`config.mk`:
```
export PLATFORM = sky130hd
export DESIGN_NAME = merge_node_ctrl_flat
export DESIGN_NICKNAME = d
export VERILOG_FILES = /design/src/rtl/merge_node_ctrl_if.sv /design/src/rtl/merge_node_ctrl.sv /design/src/flat_wrapper.sv
export SDC_FILE = /design/constraint.sdc
export NUM_CORES = 1
export LEC_CHECK = 0
export ABC_AREA = 1
export CAP_MARGIN = 15
export CORE_MARGIN = 5
export CORE_UTILIZATION = 50
export DETAILED_ROUTE_END_ITERATION = 7
export DONT_BUFFER_PORTS = 1
export PLACE_DENSITY = 0.66
export SKIP_LAST_GASP = 1
export SLEW_MARGIN = 30
export SYNTH_ARGS = -nofsm -noshare
export SYNTH_HDL_FRONTEND = slang
export SYNTH_SLANG_ARGS = --single-unit
```
`constraint.sdc`:
```
create_clock -name i_clk -period 2.9 [get_ports i_clk]
set_clock_uncertainty 0.2 [all_clocks]
set_input_delay 0.435 -clock i_clk [delete_from_list [all_inputs] [get_ports i_clk]]
set_output_delay 0.435 -clock i_clk [all_outputs]
set_load 0.01 [all_outputs]
```
`src/rtl/merge_node_ctrl_if.sv`:
```
// merge_node_ctrl_if: FIFO-head, strobe and status bundle for one merge-tree node
interface merge_node_ctrl_if #(
   parameter int DATA_WIDTH  = 64,
   parameter int COUNT_WIDTH = 16
);
   logic                   start;
   logic [DATA_WIDTH-1:0]  a_item;
   logic                   a_empty;
   logic                   a_read;
   logic [DATA_WIDTH-1:0]  b_item;
   logic                   b_empty;
   logic                   b_read;
   logic [DATA_WIDTH-1:0]  item;
   logic                   write;
   logic                   out_full;
   logic                   busy;
   logic                   done;
   logic [COUNT_WIDTH-1:0] count;
   modport master (
      input  start, a_item, a_empty, b_item, b_empty, out_full,
      output a_read, b_read, item, write, busy, done, count
   );
   modport slave (
      output start, a_item, a_empty, b_item, b_empty, out_full,
      input  a_read, b_read, item, write, busy, done, count
   );
endinterface

```
`src/rtl/merge_node_ctrl.sv`:
```
// merge_node_ctrl: two-way sorted merge sequencer; define MERGE_DESCENDING_EN for descending order
module merge_node_ctrl #(
   parameter int DATA_WIDTH  = 64,
   parameter int KEY_WIDTH   = 32,
   parameter int COUNT_WIDTH = 16
) (
   input  logic                    i_clk,
   input  logic                    i_rst,
   merge_node_ctrl_if.master       bus
);
   typedef enum logic [2:0] {IDLE, MERGE, DRAIN_A, DRAIN_B, FLUSH, DONE} state_t;
   state_t                 state;
   logic                   busy, done;
   logic [COUNT_WIDTH-1:0] count;
   logic [KEY_WIDTH-1:0]   key_a, key_b;
   logic                   a_term, b_term, a_first;
   logic                   merge_go, drain_a_go, drain_b_go, flush_go;
   logic                   a_rd, b_rd, wr, push_data;
   logic [DATA_WIDTH-1:0]  item;
   assign key_a = bus.a_item[DATA_WIDTH-1 -: KEY_WIDTH];
   assign key_b = bus.b_item[DATA_WIDTH-1 -: KEY_WIDTH];
   assign a_term = bus.a_item == '0;
   assign b_term = bus.b_item == '0;
`ifdef MERGE_DESCENDING_EN
   assign a_first = key_a >= key_b;
`else
   assign a_first = key_a <= key_b;
`endif
   assign merge_go   = state == MERGE && !bus.a_empty && !bus.b_empty && !bus.out_full;
   assign drain_a_go = state == DRAIN_A && !bus.a_empty && !bus.out_full;
   assign drain_b_go = state == DRAIN_B && !bus.b_empty && !bus.out_full;
   assign flush_go   = state == FLUSH && !bus.out_full;
   // A lone terminator is popped without a push; a pair of terminators yields one pushed terminator.
   assign a_rd = !i_rst && ((merge_go && (a_term || (!b_term && a_first))) || drain_a_go);
   assign b_rd = !i_rst && ((merge_go && (b_term || (!a_term && !a_first))) || drain_b_go);
   assign wr   = !i_rst && ((merge_go && (a_term == b_term)) || drain_a_go || drain_b_go || flush_go);
   assign item = !wr ? '0 : a_rd ? bus.a_item : b_rd ? bus.b_item : '0;
   assign push_data = wr && item != '0;
   assign bus.a_read = a_rd;
   assign bus.b_read = b_rd;
   assign bus.write  = wr;
   assign bus.item   = item;
   assign bus.busy   = busy;
   assign bus.done   = done;
   assign bus.count  = count;
   // Sequencer state plus registered busy/done/count
   always_ff @(posedge i_clk) begin
      if (i_rst) begin
         state <= IDLE;
         busy  <= 1'b0;
         done  <= 1'b0;
         count <= '0;
      end else begin
         done <= 1'b0;
         if (push_data) count <= count + COUNT_WIDTH'(1);
         case (state)
            IDLE: if (bus.start) begin
               state <= MERGE;
               busy  <= 1'b1;
               count <= '0;
            end
            MERGE: if (merge_go && a_term) begin
               state <= b_term ? DONE : DRAIN_B;
               done  <= b_term;
            end else if (merge_go && b_term) state <= DRAIN_A;
            DRAIN_A: if (drain_a_go && a_term) begin
               state <= DONE;
               done  <= 1'b1;
            end
            DRAIN_B: if (drain_b_go && b_term) begin
               state <= DONE;
               done  <= 1'b1;
            end
            FLUSH: if (flush_go) begin
               state <= DONE;
               done  <= 1'b1;
            end
            DONE: begin
               state <= IDLE;
               busy  <= 1'b0;
            end
            default: state <= IDLE;
         endcase
      end
   end
endmodule
```
`src/flat_wrapper.sv`:
```
// flat-port wrapper written by rule: the top's interface ports become plain ports
module merge_node_ctrl_flat 
#(
   parameter int DATA_WIDTH  = 64,
   parameter int KEY_WIDTH   = 32,
   parameter int COUNT_WIDTH = 16
)
  (i_clk, i_rst, bus_start, bus_a_item, bus_a_empty, bus_b_item, bus_b_empty, bus_out_full, bus_a_read, bus_b_read, bus_item, bus_write, bus_busy, bus_done, bus_count);
  merge_node_ctrl_if #(.DATA_WIDTH(DATA_WIDTH), .COUNT_WIDTH(COUNT_WIDTH)) bus_i ();
  input  logic i_clk;
  input  logic i_rst;
  input wire logic [$bits(bus_i.start)-1:0] bus_start;
  input wire logic [$bits(bus_i.a_item)-1:0] bus_a_item;
  input wire logic [$bits(bus_i.a_empty)-1:0] bus_a_empty;
  input wire logic [$bits(bus_i.b_item)-1:0] bus_b_item;
  input wire logic [$bits(bus_i.b_empty)-1:0] bus_b_empty;
  input wire logic [$bits(bus_i.out_full)-1:0] bus_out_full;
  output wire logic [$bits(bus_i.a_read)-1:0] bus_a_read;
  output wire logic [$bits(bus_i.b_read)-1:0] bus_b_read;
  output wire logic [$bits(bus_i.item)-1:0] bus_item;
  output wire logic [$bits(bus_i.write)-1:0] bus_write;
  output wire logic [$bits(bus_i.busy)-1:0] bus_busy;
  output wire logic [$bits(bus_i.done)-1:0] bus_done;
  output wire logic [$bits(bus_i.count)-1:0] bus_count;
  assign bus_i.start = bus_start;
  assign bus_i.a_item = bus_a_item;
  assign bus_i.a_empty = bus_a_empty;
  assign bus_i.b_item = bus_b_item;
  assign bus_i.b_empty = bus_b_empty;
  assign bus_i.out_full = bus_out_full;
  assign bus_a_read = bus_i.a_read;
  assign bus_b_read = bus_i.b_read;
  assign bus_item = bus_i.item;
  assign bus_write = bus_i.write;
  assign bus_busy = bus_i.busy;
  assign bus_done = bus_i.done;
  assign bus_count = bus_i.count;
  merge_node_ctrl #(.DATA_WIDTH(DATA_WIDTH), .KEY_WIDTH(KEY_WIDTH), .COUNT_WIDTH(COUNT_WIDTH)) u_core (.i_clk(i_clk), .i_rst(i_rst), .bus(bus_i));
endmodule
```
## After elaboration in Yosys (flattened, before gate mapping)

Cells that the tools add are included.

- Register bits after elaboration: 21
- Input port bits: 134
- Output and inout bits: 85
- Logic and storage cells: 80

- Add/sub/neg operators: 1
- $lt $le $gt $ge: 1
- Eq/ne operators: 11
- Muxes and demuxes: 21
- Reductions and logical operators: 42

Operator list:

| operator | count |
|---|---|
| 64-bit two-way mux | 3 |
| 64-bit logical NOT | 2 |
| 64-bit nonzero test | 1 |
| 16-bit two-way mux | 3 |
| 32-bit less-or-equal comparator | 1 |
| 1-bit logical AND | 21 |
| 3-bit two-way mux | 7 |
| 16-bit by 1-bit adder with 16-bit output, second input constant | 1 |
| 3-bit case mux with 5 select lines | 1 |
| 1-bit logical NOT | 7 |
| 1-bit logical OR | 7 |
| 3-bit by 2-bit == test with 1-bit output, second input constant | 2 |
| 3-bit == test, second input constant | 2 |
| 2-bit inequality test, second input constant | 3 |
| 1-bit two-way mux | 5 |
| 5-bit AND reduction | 1 |
| 1-bit case mux with 4 select lines | 1 |
| 3-bit by 1-bit == test with 1-bit output, second input constant | 1 |
| 3-bit logical NOT | 1 |
| 3-bit inequality test, second input constant | 1 |
| 2-bit by 1-bit inequality test with 1-bit output, second input constant | 1 |
| 1-bit case mux with 2 select lines | 1 |
| 2-bit AND reduction | 1 |
| 2-bit nonzero test | 1 |
| 1-bit == test | 1 |

## Longest topological paths before layout

Gate-level depths: netlist (run 1).

- Depth after elaboration: 15
- Gate-level depth with buffers: 31
- Mapped depth without buffers: 29

## Worst setup path before layout (run 1)

OpenSTA, ideal clock, no wires.

- Kind: in2reg
- From: in bus_b_item[63]
- To: reg u_core.count[11], in the netlist u_core.bus.count[11]
- Library setup time: 0.115 ns
- Arrival: 2.685 ns
- Required time: 2.585 ns
- Setup slack: -0.100 ns
- Cell stages on the path: 24
- Cell sequence: inv_1 > ha_1 > nand2_1 > nor2_2 > nand2_1 > nor4_4 > nand2_1 > nand2_1 > nand2_1 > nand3_2 > nand2_4 > buf_6 > buf_8 > nand3_2 > nand2_1 > nor2_1 > nand2_1 > nor2_1 > nand2_1 > nor2_2 > nand2_2 > buf_6 > a21oi_1 > nor2_1

- Cells in the longest elaborated chain, start to end: 15

RTL lines:

| what | line | source |
|---|---|---|
| from (decl) | flat_wrapper.sv:15 | `input wire logic [$bits(bus_i.b_item)-1:0] bus_b_item;` |
| 32-bit less-or-equal comparator | merge_node_ctrl.sv:27 | `assign a_first = key_a <= key_b;` |
| 1-bit logical NOT | merge_node_ctrl.sv:35 | `assign b_rd = !i_rst && ((merge_go && (b_term \|\| (!a_term && !a_first))) \|\| drain_b_go);` |
| 1-bit logical AND | merge_node_ctrl.sv:35 |  |
| 1-bit logical OR | merge_node_ctrl.sv:35 |  |
| 1-bit logical AND | merge_node_ctrl.sv:35 |  |
| 1-bit logical OR | merge_node_ctrl.sv:35 |  |
| 1-bit logical AND | merge_node_ctrl.sv:35 |  |
| 64-bit two-way mux (2 in series) | merge_node_ctrl.sv:37 | `assign item = !wr ? '0 : a_rd ? bus.a_item : b_rd ? bus.b_item : '0;` |
| 64-bit two-way mux * | merge_node_ctrl.sv:37 |  |
| via bus_item[41] | flat_wrapper.sv:20 | `output wire logic [$bits(bus_i.item)-1:0] bus_item;` |
| 64-bit nonzero test * | merge_node_ctrl.sv:38 | `assign push_data = wr && item != '0;` |
| 1-bit logical AND * | merge_node_ctrl.sv:38 |  |
| 16-bit two-way mux * | merge_node_ctrl.sv:55 | `if (push_data) count <= count + COUNT_WIDTH'(1);` |
| 16-bit two-way mux | merge_node_ctrl.sv:57 | `IDLE: if (bus.start) begin` |
| 16-bit two-way mux * | merge_node_ctrl.sv:56 | `case (state)` |
| to (signal assigned) | merge_node_ctrl.sv:55 |  |
| to (decl) | merge_node_ctrl.sv:14 | `logic [COUNT_WIDTH-1:0] count;` |

The timed path passes the listed nets; every way through them passes the cells marked *.
A chain may end at the register's enable or synchronous reset.

## Worst setup path in the final report (run 1)

- From: in bus_b_item[33]
- To: reg u_core.count[2], in the netlist u_core.bus.count[2]

- Cells in the longest elaborated chain, start to end: 15

RTL lines:

| what | line |
|---|---|
| 32-bit less-or-equal comparator | merge_node_ctrl.sv:27 |
| 1-bit logical NOT | merge_node_ctrl.sv:35 |
| 1-bit logical AND | merge_node_ctrl.sv:35 |
| 1-bit logical OR | merge_node_ctrl.sv:35 |
| 1-bit logical AND | merge_node_ctrl.sv:35 |
| 1-bit logical OR | merge_node_ctrl.sv:35 |
| 1-bit logical AND | merge_node_ctrl.sv:35 |
| 64-bit two-way mux (3 in series) | merge_node_ctrl.sv:37 |
| 64-bit nonzero test | merge_node_ctrl.sv:38 |
| 1-bit logical AND * | merge_node_ctrl.sv:38 |
| 16-bit two-way mux * | merge_node_ctrl.sv:55 |
| 16-bit two-way mux | merge_node_ctrl.sv:57 |
| 16-bit two-way mux * | merge_node_ctrl.sv:56 |

Every way passes the cells marked *; elsewhere a longest branch is shown, timed or not.

==> run summary, run 1 <==
CTS
- **CTS Root Cell** sky130_fd_sc_hd__clkbuf_8
- **clock tree sinks** 21
- **clock transition time at the flip-flop clock pins of the worst setup and hold paths** 0.07 ns
- **clock tree from TritonCTS** yes
- **clk_lat worst skew** 0.26 ns
- **number of levels the H-tree was split into** 1
- **clock buffer depth** 2
- **number of buffers inserted during clock tree synthesis** 3

Detailed routing
- **first-pass detailed-route iteration total** 6
- **Detailed Route Iter0 Violations** 488
- **Routed WL per cell** 20.6 um
- **total wirelength of the detailed-routed design** 19.5 mm
- **Post-DRT Antenna Nets** 0
- **via count** 5794
- **number of DRC violations after detailed routing** 0
- **post-DR vias/cell** 6.11

Yosys
- **basic-gate share of the synthesized area counting and, or, nand and nor cells** 57.8%
- **combinational family with the most area after synthesis** simple AND/OR/NAND/NOR gates
- **synthesized area** 3820 um2
- **share of the synthesized netlist area taken by xor and xnor gates** 0%
- **syn avg cell area** 5.54 um2
- **gate count after technology mapping** 691
- **fraction of synthesized cell area taken by the top area cell type** 16.8%
- **Post-synth EDFFs** 0
- **share of the synthesized area in compound gates (AO/OA/AOI/OAI)** 7.56%
- **Post-synth top cells** sky130_fd_sc_hd__nand2_1 (171), sky130_fd_sc_hd__nand3_1 (125), sky130_fd_sc_hd__nor2_1 (112)
- **Synthesized Nets** 858
- **biggest area consumer among synthesized cells** sky130_fd_sc_hd__nand2_1
- **share of the yosys chip area belonging to registers** 11.0%
- **library cells used by synthesis** 33
- **Synth Warn #** 0
- **adder-cell share of the synthesized area** 10.8%
- **multiplexer share of the synthesized area** 0%
- **flops & latches, synth** 21
- **async set-reset flop share out of synthesis** 0%
- **cells taking the most area after synthesis** sky130_fd_sc_hd__nand2_1 (17%), sky130_fd_sc_hd__nand3_1 (16%), sky130_fd_sc_hd__dfxtp_1 (11%), sky130_fd_sc_hd__nor2_1 (11%), sky130_fd_sc_hd__ha_1 (11%)
- **most numerous cell in the Yosys netlist** sky130_fd_sc_hd__nand2_1
- **top flip-flop cell by instance count after synthesis** sky130_fd_sc_hd__dfxtp_1

Setup path
- **critical path endpoint** u_core.bus.count[2]
- **highest-delay cell along the critical path** sky130_fd_sc_hd__ha_4
- **cell seen most often among critical-path stages** sky130_fd_sc_hd__nand2_1
- **slowest stage delay, CP** 0.19 ns
- **startpoint of the worst setup timing path** bus_b_item[33]
- **sort of element at the start of the critical path** input pin
- **Buffers & Inverters on Critical Path** 3
- **crit-path leading delay family** simple AND/OR/NAND/NOR gates
- **Crit path required time** 2.90 ns
- **slack of the worst reg-to-reg path** -0.16 ns
- **Worst Reg2Reg Path Length in Cells** 21
- **CP Depth** 29
- **worst reg2reg path startpoint** u_core.state[2]
- **highest net fanout along the worst path** 8
- **start-to-end type of the worst setup path** in -> reg
- **worst endpoint data arrival time** 3.30 ns
- **Worst Setup End Kind** flop
- **worst reg2reg path endpoint** u_core.bus.count[4]

STA
- **part of the cycle the worst path needs** 114%
- **worst max-slew margin expressed relative to the limit** 62.2%
- **Setup Viol. Count Final** 80
- **shortest period the worst path allows** 3.30 ns
- **fin worst setup slack** -0.401 ns
- **Fin. Hold Viols** 0
- **final total negative setup slack** -14.59 ns
- **Achievable Freq** 303 MHz
- **setup repair after global routing missed its margin** yes
- **final count of pins violating max slew** 0
- **worst-margin pin slew** 0.567 ns

Cells and area
- **layout filler cell count** 391
- **finished layout cell area** 6540 um2
- **area added between synthesis and finish** 70.9%
- **ant diodes** 0
- **Nets** 1018
- **Post-Layout Cell Count** 949
- **fraction of layout cells with a size suffix above 1** 51.2%
- **core utilization of the finished layout** 88.7%

Global route
- **met3 Usage GRT** 10.1%
- **via count of the first global-routing pass** 5379
- **largest net degree at the start of global routing** 47
- **fraction of met1 tracks used by global routing** 36.0%
- **global-route congestion overflow total** 0
- **number of antenna violations at the first check in global routing** 0
- **first-pass GRT wire length** 26.9 mm
- **All-Layer GR Usage** 33.8%
- **GRT busiest layer** met2
- **GR Layer Usage met2** 62.5%

Power and ir drop
- **worst IR drop on VDD** 0.000413 V
- **Internal Power** 1.17 mW
- **switching part of the total power** 47.5%
- **total net switching power** 1.06 mW
- **share of total power in sequential cells** 16.4%
- **clock network fraction of design power** 9.0%
- **combinational share of power** 74.7%
- **total power per unit cell area** 342 nW/um2
- **leakage component of the power** 3.05 nW

Floorplan
- **full die area** 9500 um2
- **io pins** 219
- **height of the die** 97.5 um
- **die width** 97.5 um
- **Placeable Area** 7370 um2
- **num rows** 31
- **effective utilization at floorplan** 51.9%

Place
- **pre-CTS WS** -0.498 ns
- **detailed-placement wirelength estimate** 13.8 mm
- **gpl congestion** 0.958
- **total placed cells including tap cells** 921
- **number of buffers inserted by port buffering** 0
- **placement-stage cell area** 5560 um2

Outcome
- **status** finished, violations left
- **violations in the final reports** setup timing

Job
- **number of maximum-capacitance violations** 0

Worst hold path
- **path class of the lowest-slack min-delay path** in -> reg

-- final cells by class --
cell class | count | area [um2] | area share, %
inverters | 80 | 348 | 5.32
flip-flops and latches | 21 | 425 | 6.51
multi-input cells | 563 | 3910 | 59.8
clock buffers | 4 | 45.0 | 0.689
well taps | 99 | 124 | 1.89
repair buffers | 182 | 1690 | 25.8
-- state kept, by name, summed over array words and instances (netlist names) --
signal            cells
u_core.bus.busy       1
u_core.bus.done       1
u_core.state          3
u_core.bus.count     16
-- cells in the final DEF, fill, tap and decap left out, types with 9 or more instances in the layout --
cell type / instances
sky130_fd_sc_hd__nand3_1: 76
sky130_fd_sc_hd__nor4_1: 9
sky130_fd_sc_hd__inv_2: 20
sky130_fd_sc_hd__nand4_1: 12
sky130_fd_sc_hd__ha_4: 25
sky130_fd_sc_hd__nor2_2: 16
sky130_fd_sc_hd__nor3_1: 10
sky130_fd_sc_hd__nand2_4: 9
sky130_fd_sc_hd__a21oi_2: 11
sky130_fd_sc_hd__a21oi_1: 19
sky130_fd_sc_hd__nand3_2: 60
sky130_fd_sc_hd__nor2_1: 96
sky130_fd_sc_hd__buf_12: 11
sky130_fd_sc_hd__nand2_1: 95
sky130_fd_sc_hd__buf_4: 151
sky130_fd_sc_hd__buf_6: 12
sky130_fd_sc_hd__nand2_2: 74
sky130_fd_sc_hd__dfxtp_1: 19
sky130_fd_sc_hd__inv_1: 48
-- repair_timing --
action                                 CTS  global route
setup endpoints to repair               75            80
endpoints found under the hold margin    0             0
hold buffers                             0             0
resized for setup                       43            98
buffers inserted                         7            10
pin swaps                                6            42
cloned                                   0            10
-- stage by stage --
stage / power, mW / hold slack (ns)
3_3_place_gp: 1.50 / 0.303
2_1_floorplan: 1.22 / 0.278
4_1_cts: 1.81 / 0.0302
6_report: 2.24 / 0.0307
5_1_grt: 2.36 / 0.0205
3_5_place_dp: 1.54 / 0.305
-- cell families after synthesis --
| family | Yosys count |
|---|---|
| simple gates | 476 |
| buf+inv | 108 |
| compound gates | 53 |
| fa+ha+maj | 33 |
| flops | 21 |
-- power by group through the flow --
stage          sequential (mW)  combinational [mW]  clock (mW)
2_1_floorplan            0.358               0.863           0
3_3_place_gp             0.361                1.14           0
3_5_place_dp             0.362                1.18           0
4_1_cts                  0.360                1.25       0.199
5_1_grt                  0.371                1.78       0.206
6_report                 0.366                1.67       0.200
-- how the worst min path moves through the flow --
stage	slack, ns	end	start	cells after the start
floorplan	0.28	u_core.state[1]	u_core.state[1]	2
global placement	0.30	u_core.state[1]	u_core.state[1]	2
detailed placement	0.31	u_core.bus.busy	u_core.bus.busy	2
CTS	0.03	u_core.bus.busy	i_rst	1
global route	0.02	u_core.bus.busy	i_rst	1
finish	0.03	u_core.bus.busy	i_rst	1
-- metal layers --
layer / vias to the layer above / routed length [um]
li1: 2608 / -
met1: 2665 / 6480
met2: 415 / 9680
met3: 106 / 2240
met4: 0 / 1110
met5: - / 0
Power figures use the tool's default switching activity.
==> inputs of run 2 (changes only) <==
--- a/config.mk
+++ b/config.mk
@@ -11,2 +11,3 @@
 export CORE_UTILIZATION = 50
+export CTS_CLUSTER_SIZE = 20
 export DETAILED_ROUTE_END_ITERATION = 7
@@ -14,3 +15,2 @@
 export PLACE_DENSITY = 0.66
-export SKIP_LAST_GASP = 1
 export SLEW_MARGIN = 30
--- a/constraint.sdc
+++ b/constraint.sdc
@@ -4,2 +4,2 @@
 set_output_delay 0.435 -clock i_clk [all_outputs]
-set_load 0.01 [all_outputs]
+set_load 0.1 [all_outputs]
==> run 2 against run 1 <==
Against the previous run: the run now fails in clock tree synthesis (4_1_cts); area after synthesis unchanged; synthesized cell count stayed put.
==> run summary, run 2 <==
Yosys
- **cells taking the most area after synthesis** sky130_fd_sc_hd__nand2_1 (17%), sky130_fd_sc_hd__nand3_1 (16%), sky130_fd_sc_hd__dfxtp_1 (11%), sky130_fd_sc_hd__nor2_1 (11%), sky130_fd_sc_hd__ha_1 (11%)
- **synthesized area** 3820 um2, unchanged
- **library cells used by synthesis** 33, unchanged
- **syn avg cell area** 5.54 um2, unchanged
- **gate count after technology mapping** 691, unchanged
- **biggest area consumer among synthesized cells** sky130_fd_sc_hd__nand2_1
- **Synthesized Nets** 858, unchanged
- **async set-reset flop share out of synthesis** 0%, unchanged
- **Post-synth EDFFs** 0, unchanged
- **most numerous cell in the Yosys netlist** sky130_fd_sc_hd__nand2_1
- **Post-synth top cells** sky130_fd_sc_hd__nand2_1 (171), sky130_fd_sc_hd__nand3_1 (125), sky130_fd_sc_hd__nor2_1 (112)
- **flops & latches, synth** 21, unchanged
- **Synth Warn #** 0, unchanged
- **share of the yosys chip area belonging to registers** 11.0%, unchanged
- **fraction of synthesized cell area taken by the top area cell type** 16.8%, unchanged
- **top flip-flop cell by instance count after synthesis** sky130_fd_sc_hd__dfxtp_1

CTS
- **clock buffer depth** 2, unchanged
- **clock tree sinks** 21, unchanged
- **number of levels the H-tree was split into** 1, unchanged
- **post-CTS setup-driven buffer insertion count** 9, +2
- **number of buffers inserted during clock tree synthesis** 3, unchanged
- **number of buffers added to fix hold violations after cts** 0, unchanged
- **CTS-repair resized insts** 243, +470%
- **CTS Root Cell** sky130_fd_sc_hd__clkbuf_8

Floorplan
- **effective utilization at floorplan** 51.9%, unchanged
- **die width** 97.5 um, unchanged
- **io pins** 219, unchanged
- **height of the die** 97.5 um, unchanged
- **num rows** 31, unchanged

Outcome
- **status** stopped before the end
- **Halt Reason** [ERROR DPL-0033] detailed placement checks failed during check placement.
- **last stage reached** clock tree synthesis (4_1_cts)

Place
- **detailed-placement wirelength estimate** 13.9 mm, +1.2%
- **gpl congestion** 0.951, -0.78%
- **number of buffers inserted by port buffering** 0, unchanged

==> run 2: cell counts after synthesis <==
Identical to the previous run, type by type.
==> run 2: logic make-up after synthesis <==
kind of cell               share of synthesized area (%)
buffers and inverters                               12.9
adders and majority gates                           10.8
DFF                                                 11.0
AOI/OAI and AO/OA                                   7.56
and+or+nand+nor                                     57.8
==> run 2: stage by stage <==
step	TNS, ns	cells	hold WS [ns]	cell area (um2)	setup slack, ns
global placement	-26.66	927	0.272	6080	-0.538
detailed placement	-31.10	927	0.276	6080	-0.605
floorplan	-4.74	691	0.277	4790	-0.292
==> inputs of run 3 (changes only) <==
- CORE_UTILIZATION: 50 -> 35
- CTS_CLUSTER_SIZE: 20 -> not set
- PLACE_DENSITY: 0.66 -> not set
- PLACE_DENSITY_LB_ADDON: not set -> 0.15
- clock period: 2.9 -> 3.8 ns (I/O delays scaled with it)
==> run 3 against run 2 <==
Against the previous run: the flow now finishes without violations.
==> run summary, run 3 (same netlist as run 1, synthesis figures left out) <==
STA
- **Setup Viol. Count Final** 0
- **final count of pins violating max slew** 0
- **fin worst setup slack** 0.315 ns
- **final total negative setup slack** 0 ns
- **setup repair after global routing missed its margin** no
- **worst max-slew margin expressed relative to the limit** 33.4%
- **Achievable Freq** 287 MHz
- **shortest period the worst path allows** 3.49 ns
- **part of the cycle the worst path needs** 91.7%
- **Fin. Hold Viols** 0
- **worst-margin pin slew** 0.998 ns

Detailed routing
- **Detailed Route Iter0 Violations** 359
- **post-DR vias/cell** 5.37
- **Routed WL per cell** 16.9 um
- **Post-DRT Antenna Nets** 0
- **first-pass detailed-route iteration total** 5
- **via count** 4826
- **number of DRC violations after detailed routing** 0
- **total wirelength of the detailed-routed design** 15.2 mm

Power and ir drop
- **leakage component of the power** 2.47 nW
- **total power per unit cell area** 339 nW/um2
- **worst IR drop on VDD** 0.000306 V
- **total power of the final layout** 1.58 mW

Floorplan
- **full die area** 13100 um2
- **Placeable Area** 10800 um2
- **effective utilization at floorplan** 35.4%, -16 points
- **io pins** 219, unchanged
- **die width** 115 um, +18%
- **height of the die** 115 um, +18%
- **num rows** 38, +23%

Place
- **gpl congestion** 0.899, -5.4%
- **pre-CTS WS** 0.149 ns, +0.754 ns
- **number of buffers inserted by port buffering** 0, unchanged
- **detailed-placement wirelength estimate** 12.9 mm, -7.5%

Global route
- **number of antenna violations at the first check in global routing** 0
- **via count of the first global-routing pass** 4498
- **global-route congestion overflow total** 0
- **first-pass GRT wire length** 23.1 mm
- **All-Layer GR Usage** 21.7%
- **largest net degree at the start of global routing** 42

CTS
- **number of buffers inserted during clock tree synthesis** 3, unchanged
- **CTS Root Cell** sky130_fd_sc_hd__clkbuf_8
- **clock buffer depth** 2, unchanged
- **clock tree sinks** 21, unchanged
- **clock transition time at the flip-flop clock pins of the worst setup and hold paths** 0.08 ns
- **clk_lat worst skew** 0.26 ns
- **number of levels the H-tree was split into** 1, unchanged
- **clock tree from TritonCTS** yes

Cells and area
- **highest-count cells in the layout ignoring fill and taps** sky130_fd_sc_hd__nand2_1 (163), sky130_fd_sc_hd__nand3_1 (125), sky130_fd_sc_hd__nor2_1 (112)
- **fraction of layout cells with a size suffix above 1** 19.7%
- **Nets** 926
- **most common cell after layout, fill and taps aside** sky130_fd_sc_hd__nand2_1
- **largest registers in the final layout** u_core.bus.count: 16 flops, u_core.state: 3 flops
- **area added between synthesis and finish** 22.2%
- **ant diodes** 0
- **core utilization of the finished layout** 43.3%
- **register name with the most flops** u_core.bus.count
- **flip-flop count of the largest register, all copies and words added** 16

Setup path
- **start-to-end type of the worst setup path** in -> out
- **Crit path required time** 3.03 ns
- **slack of the worst reg-to-reg path** 0.80 ns
- **Worst Reg2Reg Path Length in Cells** 20
- **Worst Setup End Kind** output port
- **worst reg2reg path endpoint** u_core.bus.count[15]
- **highest net fanout along the worst path** 19
- **sort of element at the start of the critical path** input pin
- **worst endpoint data arrival time** 2.72 ns
- **worst reg2reg path startpoint** u_core.state[2]

Outcome
- **status** complete, no violations

Worst hold path
- **path class of the lowest-slack min-delay path** in -> reg
- **Hold Crit Start** i_rst
- **worst hold path stage count** 1
- **capture endpoint of the worst hold path** u_core.bus.busy

Job
- **number of maximum-capacitance violations** 0

[run 3: how the worst max path moves through the flow]
stage                    from              endpoint  slack (ns)
2_1_floorplan  bus_b_item[63]  u_core.bus.count[11]        0.03
3_3_place_gp   bus_b_item[63]  u_core.bus.count[15]        0.14
3_5_place_dp   bus_b_item[63]  u_core.bus.count[15]        0.15
4_1_cts        bus_a_item[17]          bus_item[10]        0.23
5_1_grt        bus_b_item[37]           bus_item[5]        0.06
6_report       bus_b_item[37]          bus_item[10]        0.31
[run 3: critical path, stage by stage]
cell                      delay (ns)
sky130_fd_sc_hd__inv_1          0.04
sky130_fd_sc_hd__ha_1           0.30
sky130_fd_sc_hd__a21oi_1        0.16
sky130_fd_sc_hd__nor2_1         0.06
sky130_fd_sc_hd__nor2_1         0.08
sky130_fd_sc_hd__nand2_1        0.08
sky130_fd_sc_hd__nand2_1        0.06
sky130_fd_sc_hd__nand2_1        0.04
sky130_fd_sc_hd__nand2_1        0.05
sky130_fd_sc_hd__nand2_1        0.04
sky130_fd_sc_hd__nand2_1        0.10
sky130_fd_sc_hd__nand3_2        0.13
sky130_fd_sc_hd__nand2_8        0.19
sky130_fd_sc_hd__buf_4          0.24
sky130_fd_sc_hd__nand3_1        0.09
sky130_fd_sc_hd__nand2_1        0.15
sky130_fd_sc_hd__buf_4          0.32
[run 3: timing repair]
item                                    4_1_cts  5_1_grt
resized for setup                             0        1
setup buffers                                 0        0
hold buffers                                  0        0
endpoints found under the setup margin        0        1
[run 3: where the power goes]
group          switching, mW  internal (mW)
Clock                 0.0772         0.0731
Combinational          0.835          0.300
Sequential            0.0540          0.244
Total                  0.966          0.618
[run 3: layout make-up]
type	instances	area, um2
tap	140	175
multi-input combinational	562	2970
timing repair buffer	91	758
sequential	21	420
clock inverter	1	5.00
fill	1190	6120
clock buffer	3	41.3
inverter	80	302
[run 3: per-stage QoR]
stage	cells	hold WS, ns	area [um2]
final	898	0.165	4680
after global routing	898	0.173	4680
after CTS	898	0.161	4670
after detailed placement	894	0.313	4620
after global placement	894	0.310	4620
after floorplan	691	0.277	3880
[run 3: metal layers]
metal  global-route usage, %  vias up  share of wire (%)
li1                        -     2419                  -
met1                    27.2     2170                 40
met2                    38.3      223                 49
met3                    5.07       14                9.8
met4                    3.48        0               0.94
met5                       0        -                  0
